==> src/rtl/seg7_scan_driver.sv <==
// Time-multiplexed common-anode seven-segment scanner with a double-buffered frame store.
// Optional macro SEG7_DIM_EN adds a BRIGHT[3:0] duty-cycle dimming input.
module seg7_scan_driver #(
    parameter int unsigned DIGITS        = 4,
    parameter int unsigned SCAN_DIV      = 100000,
    parameter int unsigned GUARD         = 2,
    parameter bit          AN_ACTIVE_LOW = 1'b1
) (
    input  logic                  CLK,
    input  logic                  RST,
    input  logic [4*DIGITS-1:0]   DATA,
    input  logic [DIGITS-1:0]     DP,
    input  logic [DIGITS-1:0]     DIGIT_EN,
    input  logic                  LOAD,
`ifdef SEG7_DIM_EN
    input  logic [3:0]            BRIGHT,
`endif
    output logic [7:0]            SEG,
    output logic [DIGITS-1:0]     AN,
    output logic                  FRAME
);

    localparam int unsigned PW = (SCAN_DIV > 1) ? $clog2(SCAN_DIV) : 1;
    localparam int unsigned IW = (DIGITS > 1) ? $clog2(DIGITS) : 1;
    localparam logic [PW-1:0] PRESC_LAST = PW'(SCAN_DIV - 1);
    localparam logic [IW-1:0] IDX_LAST   = IW'(DIGITS - 1);
    localparam logic [DIGITS-1:0] AN_OFF = {DIGITS{AN_ACTIVE_LOW}};

    logic [PW-1:0]       presc_q, presc_d;
    logic [IW-1:0]       idx_q, idx_d;
    logic [4*DIGITS-1:0] pend_data_q, pend_data_d, act_data_q, act_data_d;
    logic [DIGITS-1:0]   pend_dp_q, pend_dp_d, act_dp_q, act_dp_d;
    logic [DIGITS-1:0]   pend_en_q, pend_en_d, act_en_q, act_en_d;
    logic [7:0]          seg_q, seg_d;
    logic [DIGITS-1:0]   an_q, an_d;
    logic                frame_q, frame_d;
`ifdef SEG7_DIM_EN
    logic [3:0]          duty_q, duty_d;
`endif

    logic                slot_end, scan_wrap, show;
    logic [3:0]          nib;
    logic                dp_sel, en_sel;
    logic [DIGITS-1:0]   an_on;

    function automatic logic [6:0] glyph(input logic [3:0] n);
        logic [6:0] g;
        case (n)
            4'h0: g = 7'b1000000;
            4'h1: g = 7'b1111001;
            4'h2: g = 7'b0100100;
            4'h3: g = 7'b0110000;
            4'h4: g = 7'b0011001;
            4'h5: g = 7'b0010010;
            4'h6: g = 7'b0000010;
            4'h7: g = 7'b1111000;
            4'h8: g = 7'b0000000;
            4'h9: g = 7'b0010000;
            4'hA: g = 7'b0001000;
            4'hB: g = 7'b0000011;
            4'hC: g = 7'b1000110;
            4'hD: g = 7'b0100001;
            4'hE: g = 7'b0000110;
            default: g = 7'b0001110;
        endcase
        return g;
    endfunction

    always_comb begin
        slot_end  = (presc_q == PRESC_LAST);
        scan_wrap = slot_end && (idx_q == IDX_LAST);

        presc_d = slot_end ? '0 : presc_q + PW'(1);
        idx_d   = idx_q;
        if (slot_end) begin
            idx_d = (idx_q == IDX_LAST) ? '0 : idx_q + IW'(1);
        end

        pend_data_d = pend_data_q;
        pend_dp_d   = pend_dp_q;
        pend_en_d   = pend_en_q;
        if (LOAD) begin
            pend_data_d = DATA;
            pend_dp_d   = DP;
            pend_en_d   = DIGIT_EN;
        end

        // A LOAD landing on the wrap cycle bypasses pending so that frame shows it.
        act_data_d = act_data_q;
        act_dp_d   = act_dp_q;
        act_en_d   = act_en_q;
        if (scan_wrap) begin
            act_data_d = LOAD ? DATA     : pend_data_q;
            act_dp_d   = LOAD ? DP       : pend_dp_q;
            act_en_d   = LOAD ? DIGIT_EN : pend_en_q;
        end

        nib    = '0;
        dp_sel = 1'b0;
        en_sel = 1'b0;
        an_on  = '0;
        for (int unsigned i = 0; i < DIGITS; i++) begin
            if (idx_q == IW'(i)) begin
                nib      = act_data_q[4*i +: 4];
                dp_sel   = act_dp_q[i];
                en_sel   = act_en_q[i];
                an_on[i] = 1'b1;
            end
        end

        show = (32'(presc_q) >= GUARD);
`ifdef SEG7_DIM_EN
        duty_d = duty_q + 4'd1;
        show   = show && ({1'b0, duty_q} < ({1'b0, BRIGHT} + 5'd1));
`endif

        an_d  = show ? (AN_ACTIVE_LOW ? ~an_on : an_on) : AN_OFF;
        seg_d = (show && en_sel) ? {~dp_sel, glyph(nib)} : 8'hFF;

        frame_d = scan_wrap;
    end

    always_ff @(posedge CLK or posedge RST) begin
        if (RST) begin
            presc_q     <= '0;
            idx_q       <= '0;
            pend_data_q <= '0;
            pend_dp_q   <= '0;
            pend_en_q   <= '0;
            act_data_q  <= '0;
            act_dp_q    <= '0;
            act_en_q    <= '0;
            seg_q       <= 8'hFF;
            an_q        <= AN_OFF;
            frame_q     <= 1'b0;
`ifdef SEG7_DIM_EN
            duty_q      <= '0;
`endif
        end else begin
            presc_q     <= presc_d;
            idx_q       <= idx_d;
            pend_data_q <= pend_data_d;
            pend_dp_q   <= pend_dp_d;
            pend_en_q   <= pend_en_d;
            act_data_q  <= act_data_d;
            act_dp_q    <= act_dp_d;
            act_en_q    <= act_en_d;
            seg_q       <= seg_d;
            an_q        <= an_d;
            frame_q     <= frame_d;
`ifdef SEG7_DIM_EN
            duty_q      <= duty_d;
`endif
        end
    end

    assign SEG   = seg_q;
    assign AN    = an_q;
    assign FRAME = frame_q;

endmodule

==> config.mk <==
export PLATFORM = sky130hd
export DESIGN_NAME = seg7_scan_driver
export DESIGN_NICKNAME = d
export VERILOG_FILES = /design/src/rtl/seg7_scan_driver.sv
export SDC_FILE = /design/constraint.sdc
export NUM_CORES = 1
export LEC_CHECK = 0
export BUFFER_PORTS_ARGS = -buffer_cell sky130_fd_sc_hd__buf_2
export CAP_MARGIN = 20
export CORE_MARGIN = 2
export CORE_UTILIZATION = 57
export DETAILED_ROUTE_END_ITERATION = 10
export PLACE_DENSITY_LB_ADDON = 0.3
export SLEW_MARGIN = 20
export SYNTH_ARGS = -nofsm -noshare
export SYNTH_HDL_FRONTEND = slang
export SYNTH_SLANG_ARGS = --single-unit
export TNS_END_PERCENT = 20
==> constraint.sdc <==
create_clock -name CLK -period 4.68 [get_ports CLK]
set_input_delay 0.468 -clock CLK [delete_from_list [all_inputs] [get_ports CLK]]
set_output_delay 0.468 -clock CLK [all_outputs]
set_load 0.02 [all_outputs]
==> results of run 1 <==
-- power by group --
part	total [mW]	internal, mW	switching [mW]
Sequential	0.742	0.728	0.0136
Combinational	0.106	0.0516	0.0544
Clock	0.556	0.314	0.241
-- cells by family after synthesis --
group / after synthesis / share of synthesized area, %
flops: 80 / 55.0
simple gates: 75 / 11.2
mux: 50 / 17.2
compound gates: 30 / 5.70
buf+inv: 26 / 3.17
xor+xnor: 14 / 3.34
fa+ha+maj: 13 / 4.43
-- state kept, by name, indices dropped and copies added (netlist names) --
name / count
act_dp_q: 4
idx_q: 2
FRAME: 1
presc_q: 17
pend_data_q: 16
pend_en_q: 4
pend_dp_q: 4
AN: 4
SEG: 8
act_en_q: 4
act_data_q: 16
-- worst max-delay path, stage by stage (launching register included) --
cell and delay, ps:
dfrtp_1 380, inv_1 90, ha_1 320, nor2b_1 270, a22oi_1 90, a21oi_1 450, inv_1 190, ha_1 350
nor2_1 110, a211oi_1 50, o21ai_0 190
-- routing by layer --
metal	up-vias	wire, microns	GRT usage, %
met5	-	0	0
met4	0	168	9.38
met3	19	268	3.93
met2	66	2980	30.2
met1	1102	3080	28.4
li1	1089	-	-
-- synthesized netlist by cell type (6+ instances only) --
cell type / instances
dfrtp_1: 68
inv_1: 14
nand2_1: 19
ha_1: 13
xnor2_1: 11
clkbuf_1: 7
dfstp_2: 12
nor2_1: 16
nand4_1: 6
mux2_4: 19
nand3_1: 7
mux2_2: 29
-- area by class of cell --
type                       instances  area [sq um]  share of cell area [%]
clock buffer                      11           141                    3.43
clock inverter                     5          80.1                    1.94
inverter                          14          52.6                    1.27
multi-input combinational        182          1540                    37.2
sequential                        80          2020                    48.9
tap                               77          96.3                    2.34
timing repair buffer              40           203                    4.91
-- metrics by stage --
step	hold slack [ps]	instances	utilization, %
finish	57.0	409	65.7
global route	72.7	409	65.7
CTS	56.8	409	65.7
detailed placement	434	393	62.2
global placement	435	393	62.2
floorplan	461	288	-
-- worst paths after layout --
kind,slack (ps),to,from,cells past startpoint
max,2120,SEG[3],idx_q[1],10
min,60,pend_en_q[0],RST,2
max reg2reg,2120,SEG[3],idx_q[1],10
min reg2reg,500,pend_en_q[2],pend_en_q[2],1
max in group asynchronous,3540,pend_data_q[15],RST,3
min in group CLK,370,pend_data_q[0],DATA[0],2
==> impl_metrics.env, run 1 <==
export IMPL_outcome="finished clean"
export IMPL_drt_wl_total_microns=6490
export IMPL_final_common_cell="dfrtp_1"
export IMPL_dieArea_sq_um=7090
export IMPL_cts_tree="yes"
export IMPL_ios=40
export IMPL_cp_start_kind="flop"
export IMPL_worst_slew_pin_slew_ps=970
export IMPL_numCtsBuffers=9
export IMPL_start_util_pct=58.4
export IMPL_worst_slack_ps=2120
export IMPL_ys_ff_latch=80
export IMPL_grt_total_usage_pct=20.1
export IMPL_postRouteAntennaNets=0
export IMPL_clock_latency_ps=350
export IMPL_place_hpwl_microns=4520
export IMPL_ir_worst_vdd_mv=0.204
export IMPL_yosysSeqAreaShare_pct=55.0
export IMPL_hold_viol_final=0
export IMPL_setup_tns_ps=0
export IMPL_routedWlPerCell_microns=15.9
export IMPL_htree_levels=3
export IMPL_worst_setup_path_end_kind="flop"
export IMPL_globalplace_congestion=0.910
export IMPL_finalCritPeriodShare_pct=54.8
export IMPL_maxCapViolCount=0
export IMPL_synth_top_area_share_pct=46.4
export IMPL_synth_area_sq_um=3670
export IMPL_final_nets=367
export IMPL_maxSlewViolCount=0
export IMPL_grt_pass1_vias=2234
export IMPL_setup_viol=0
export IMPL_vias=2276
export IMPL_crit_type="flop to flop"
export IMPL_synth_fp_nets=328
export IMPL_cts_sinks=80
export IMPL_power_mw=1.40
export IMPL_via_per_inst=5.56
export IMPL_layout_common_cells="68 x dfrtp_1, 39 x buf_2, 29 x mux2_2"
export IMPL_placed_area_sq_um=3900
export IMPL_rsz0062_at_grt="false"
export IMPL_ys_warn_count=0
export IMPL_fillers=479
export IMPL_fmax_ghz=0.390
export IMPL_areaGrowthSynthToFinish_pct=12.4
export IMPL_gr_total_overflow=0
export IMPL_yosys_area_top_type="dfrtp_1"
export IMPL_clk_pin_slew_ps=80
export IMPL_worstHoldPathType="primary input to asynchronous set/reset pin"
export IMPL_dpl_worst_slack_ps=2180
export IMPL_die_h_microns=84.2
export IMPL_synth_edf_count=0
export IMPL_diodes=0
export IMPL_critPathMaxFanout=11
export IMPL_post_synth_inst_count=288
export IMPL_synth_flop_cell="dfrtp_1"
export IMPL_power_density_nw_per_um2=340
export IMPL_arrival_ps=2840
export IMPL_avgSynthCellArea_sq_um=12.7
export IMPL_drc=0
export IMPL_fp_dieW_microns=84.2
export IMPL_synth_async_reset_ratio_pct=100
export IMPL_drtIter0Drc=120
export IMPL_synth_area_top_cells="dfrtp_1 46%, mux2_2 8.9%, dfstp_2 8.6%"
export IMPL_cp_required_ps=4960
export IMPL_leakage_nw=1.91
export IMPL_grt_pass1_wl_microns=11100
export IMPL_relSlewSlack_pct=34.9
export IMPL_antenna_found_initial=0
export IMPL_drive_gt1_share_pct=36.1
export IMPL_post_cts_buffers=0
export IMPL_ys_types=43
export IMPL_stdcell_area_sq_um=4130
export IMPL_core_area_sq_um=6280
export IMPL_postCtsHoldBufs=0
export IMPL_cts_buffer_depth=2
export IMPL_port_buffers=39
export IMPL_layout_min_cycle_time_ps=2560
export IMPL_grt_max_degree=67
export IMPL_cts_resized=0
export IMPL_cts_root_buffer="clkbuf_8"
export IMPL_clock_skew_ps=5.92
export IMPL_row_count=29
export IMPL_drt_pass1_iterations=4
(Power assumes the default switching activity.)
==> run 2: changes to the inputs <==
CORE_UTILIZATION = 52   (was 57)
clock period = 2.1 ns   (was 4.68 ns; I/O delays follow)
==> run 2 against run 1 <==
  * Hold slack better by 53 ps
  * Sequential power up 120%
  * Highest routed layer unchanged
  * Critical path type unchanged
  * Count of clock-buffer cells in the layout unchanged
==> impl_metrics.env, run 2 (synthesized netlist as in run 1, its figures left out) <==
export IMPL_outcome="finished clean"
export IMPL_worst_slew_pin_slew_ps=550
export IMPL_drt_wl_total_microns=7000
export IMPL_ir_worst_vdd_mv=0.466
export IMPL_final_nets=391
export IMPL_numCtsBuffers=9
export IMPL_setup_tns_ps=0
export IMPL_path_cells="buf_4 -> ha_4 -> nand2b_1 -> o22ai_2 -> a21oi_2 -> buf_4 -> ha_1 -> inv_1 -> nor2_1 -> a21oi_1 -> o221ai_1"
export IMPL_cts_tree="yes"
export IMPL_port_buffers=39
export IMPL_power_mw=3.12
export IMPL_fp_dieW_microns=88.0
export IMPL_vias=2379
export IMPL_start_util_pct=54.0
export IMPL_cp_top_family="compound AO/OA/AOI/OAI gates"
export IMPL_areaGrowthSynthToFinish_pct=21.0
export IMPL_maxCapViolCount=0
export IMPL_grt_max_degree=66
export IMPL_finalCritPeriodShare_pct=97.4
export IMPL_core_area_sq_um=6790
export IMPL_grt_pass1_vias=2376
export IMPL_largest_reg_flops=17
export IMPL_crit_cells=11
export IMPL_die_h_microns=88.0
export IMPL_crit_start="idx_q[0]"
export IMPL_place_hpwl_microns=4860
export IMPL_maxSlewViolCount=0
export IMPL_drive_gt1_share_pct=44.7
export IMPL_slowest_delay_ps=440
export IMPL_dieArea_sq_um=7740
export IMPL_final_common_cell="dfrtp_1"
export IMPL_min_path_cells=2
export IMPL_grt_total_usage_pct=20.1
export IMPL_htree_levels=3
export IMPL_largest_register="presc_q"
export IMPL_routedWlPerCell_microns=15.5
export IMPL_drtIter0Drc=99
export IMPL_cts_sinks=80
export IMPL_layout_common_cells="67 x dfrtp_1, 39 x buf_2, 29 x mux2_2"
export IMPL_stdcell_area_sq_um=4440
export IMPL_drt_pass1_iterations=4
export IMPL_diodes=0
export IMPL_fmax_ghz=0.489
export IMPL_hold_start="DATA[0]"
export IMPL_clock_latency_ps=350
export IMPL_cp_num_buf_inv=3
export IMPL_layout_min_cycle_time_ps=2040
export IMPL_via_per_inst=5.26
export IMPL_postRouteAntennaNets=0
export IMPL_hold_slack_ps=110
export IMPL_reg_top3="presc_q (17), act_data_q (16), pend_data_q (16)"
export IMPL_r2r_start="idx_q[0]"
export IMPL_setup_viol=0
export IMPL_arrival_ps=2290
export IMPL_grt_pass1_wl_microns=11700
export IMPL_cp_start_kind="flop"
export IMPL_ios=40
export IMPL_crit_type="flop to flop"
export IMPL_hold_viol_final=0
export IMPL_cp_common_cell="buf_4"
export IMPL_power_density_nw_per_um2=703
export IMPL_gr_total_overflow=0
export IMPL_clock_skew_ps=6.58
export IMPL_antenna_found_initial=0
export IMPL_placed_area_sq_um=4120
export IMPL_worst_setup_path_end_kind="flop"
export IMPL_relSlewSlack_pct=63.4
export IMPL_cts_buffer_depth=2
export IMPL_worstHoldPathType="primary input to flop"
export IMPL_cts_root_buffer="clkbuf_8"
export IMPL_reg2reg_depth=11
export IMPL_slowest_stage="dfrtp_2"
export IMPL_critPathMaxFanout=9
export IMPL_leakage_nw=2.06
export IMPL_clk_pin_slew_ps=80
export IMPL_row_count=30
export IMPL_fin_util_pct=65.4
export IMPL_cp_required_ps=2350
export IMPL_globalplace_congestion=0.881
export IMPL_drc=0
-- run 2: area by class of cell --
type | count | area (sq um)
Fill cell | 515 | 2350
Multi-Input combinational cell | 182 | 1610
Clock buffer | 11 | 131
Tap cell | 96 | 120
Clock inverter | 5 | 81.3
Inverter | 14 | 56.3
Sequential cell | 80 | 2020
Timing Repair Buffer | 64 | 423
-- run 2: power breakdown --
group	switching (mW)	internal, mW	total [mW]	leakage, nW
clock network	0.540	0.670	1.21	0.104
logic	0.128	0.128	0.256	0.977
registers	0.0301	1.62	1.65	0.980
-- run 2: timing repair --
action                                  in CTS  in global routing
resized for setup                            2                 19
buffers inserted                             0                  3
endpoints found under the hold margin       13                  0
pin swaps                                    0                  4
endpoints found under the setup margin       2                  7
hold buffers                                 1                  0
-- run 2: layer usage --
metal / track usage, % / wire length (microns) / part of all wire [%]
met1: 29.1 / 3420 / 49
met2: 28.8 / 3200 / 46
met3: 3.86 / 224 / 3.2
met4: 10.5 / 150 / 2.1
met5: 0 / 0 / 0
-- run 2: stage by stage --
stage | worst slack, ps | instances
2_1_floorplan | -133 | 288
3_3_place_gp | 76.7 | 432
3_5_place_dp | 13.1 | 432
4_1_cts | 16.6 | 449
5_1_grt | -32.6 | 452
6_report | 55.6 | 452
-- run 2: final timing paths --
path                                       end  slack [ps]
worst max-delay path                    SEG[5]          60
worst max register to register          SEG[5]          60
min in group asynchronous           presc_q[7]         400
max in group asynchronous                AN[2]        1040
worst min register to register  pend_data_q[0]         500
worst min-delay path            pend_data_q[0]         110
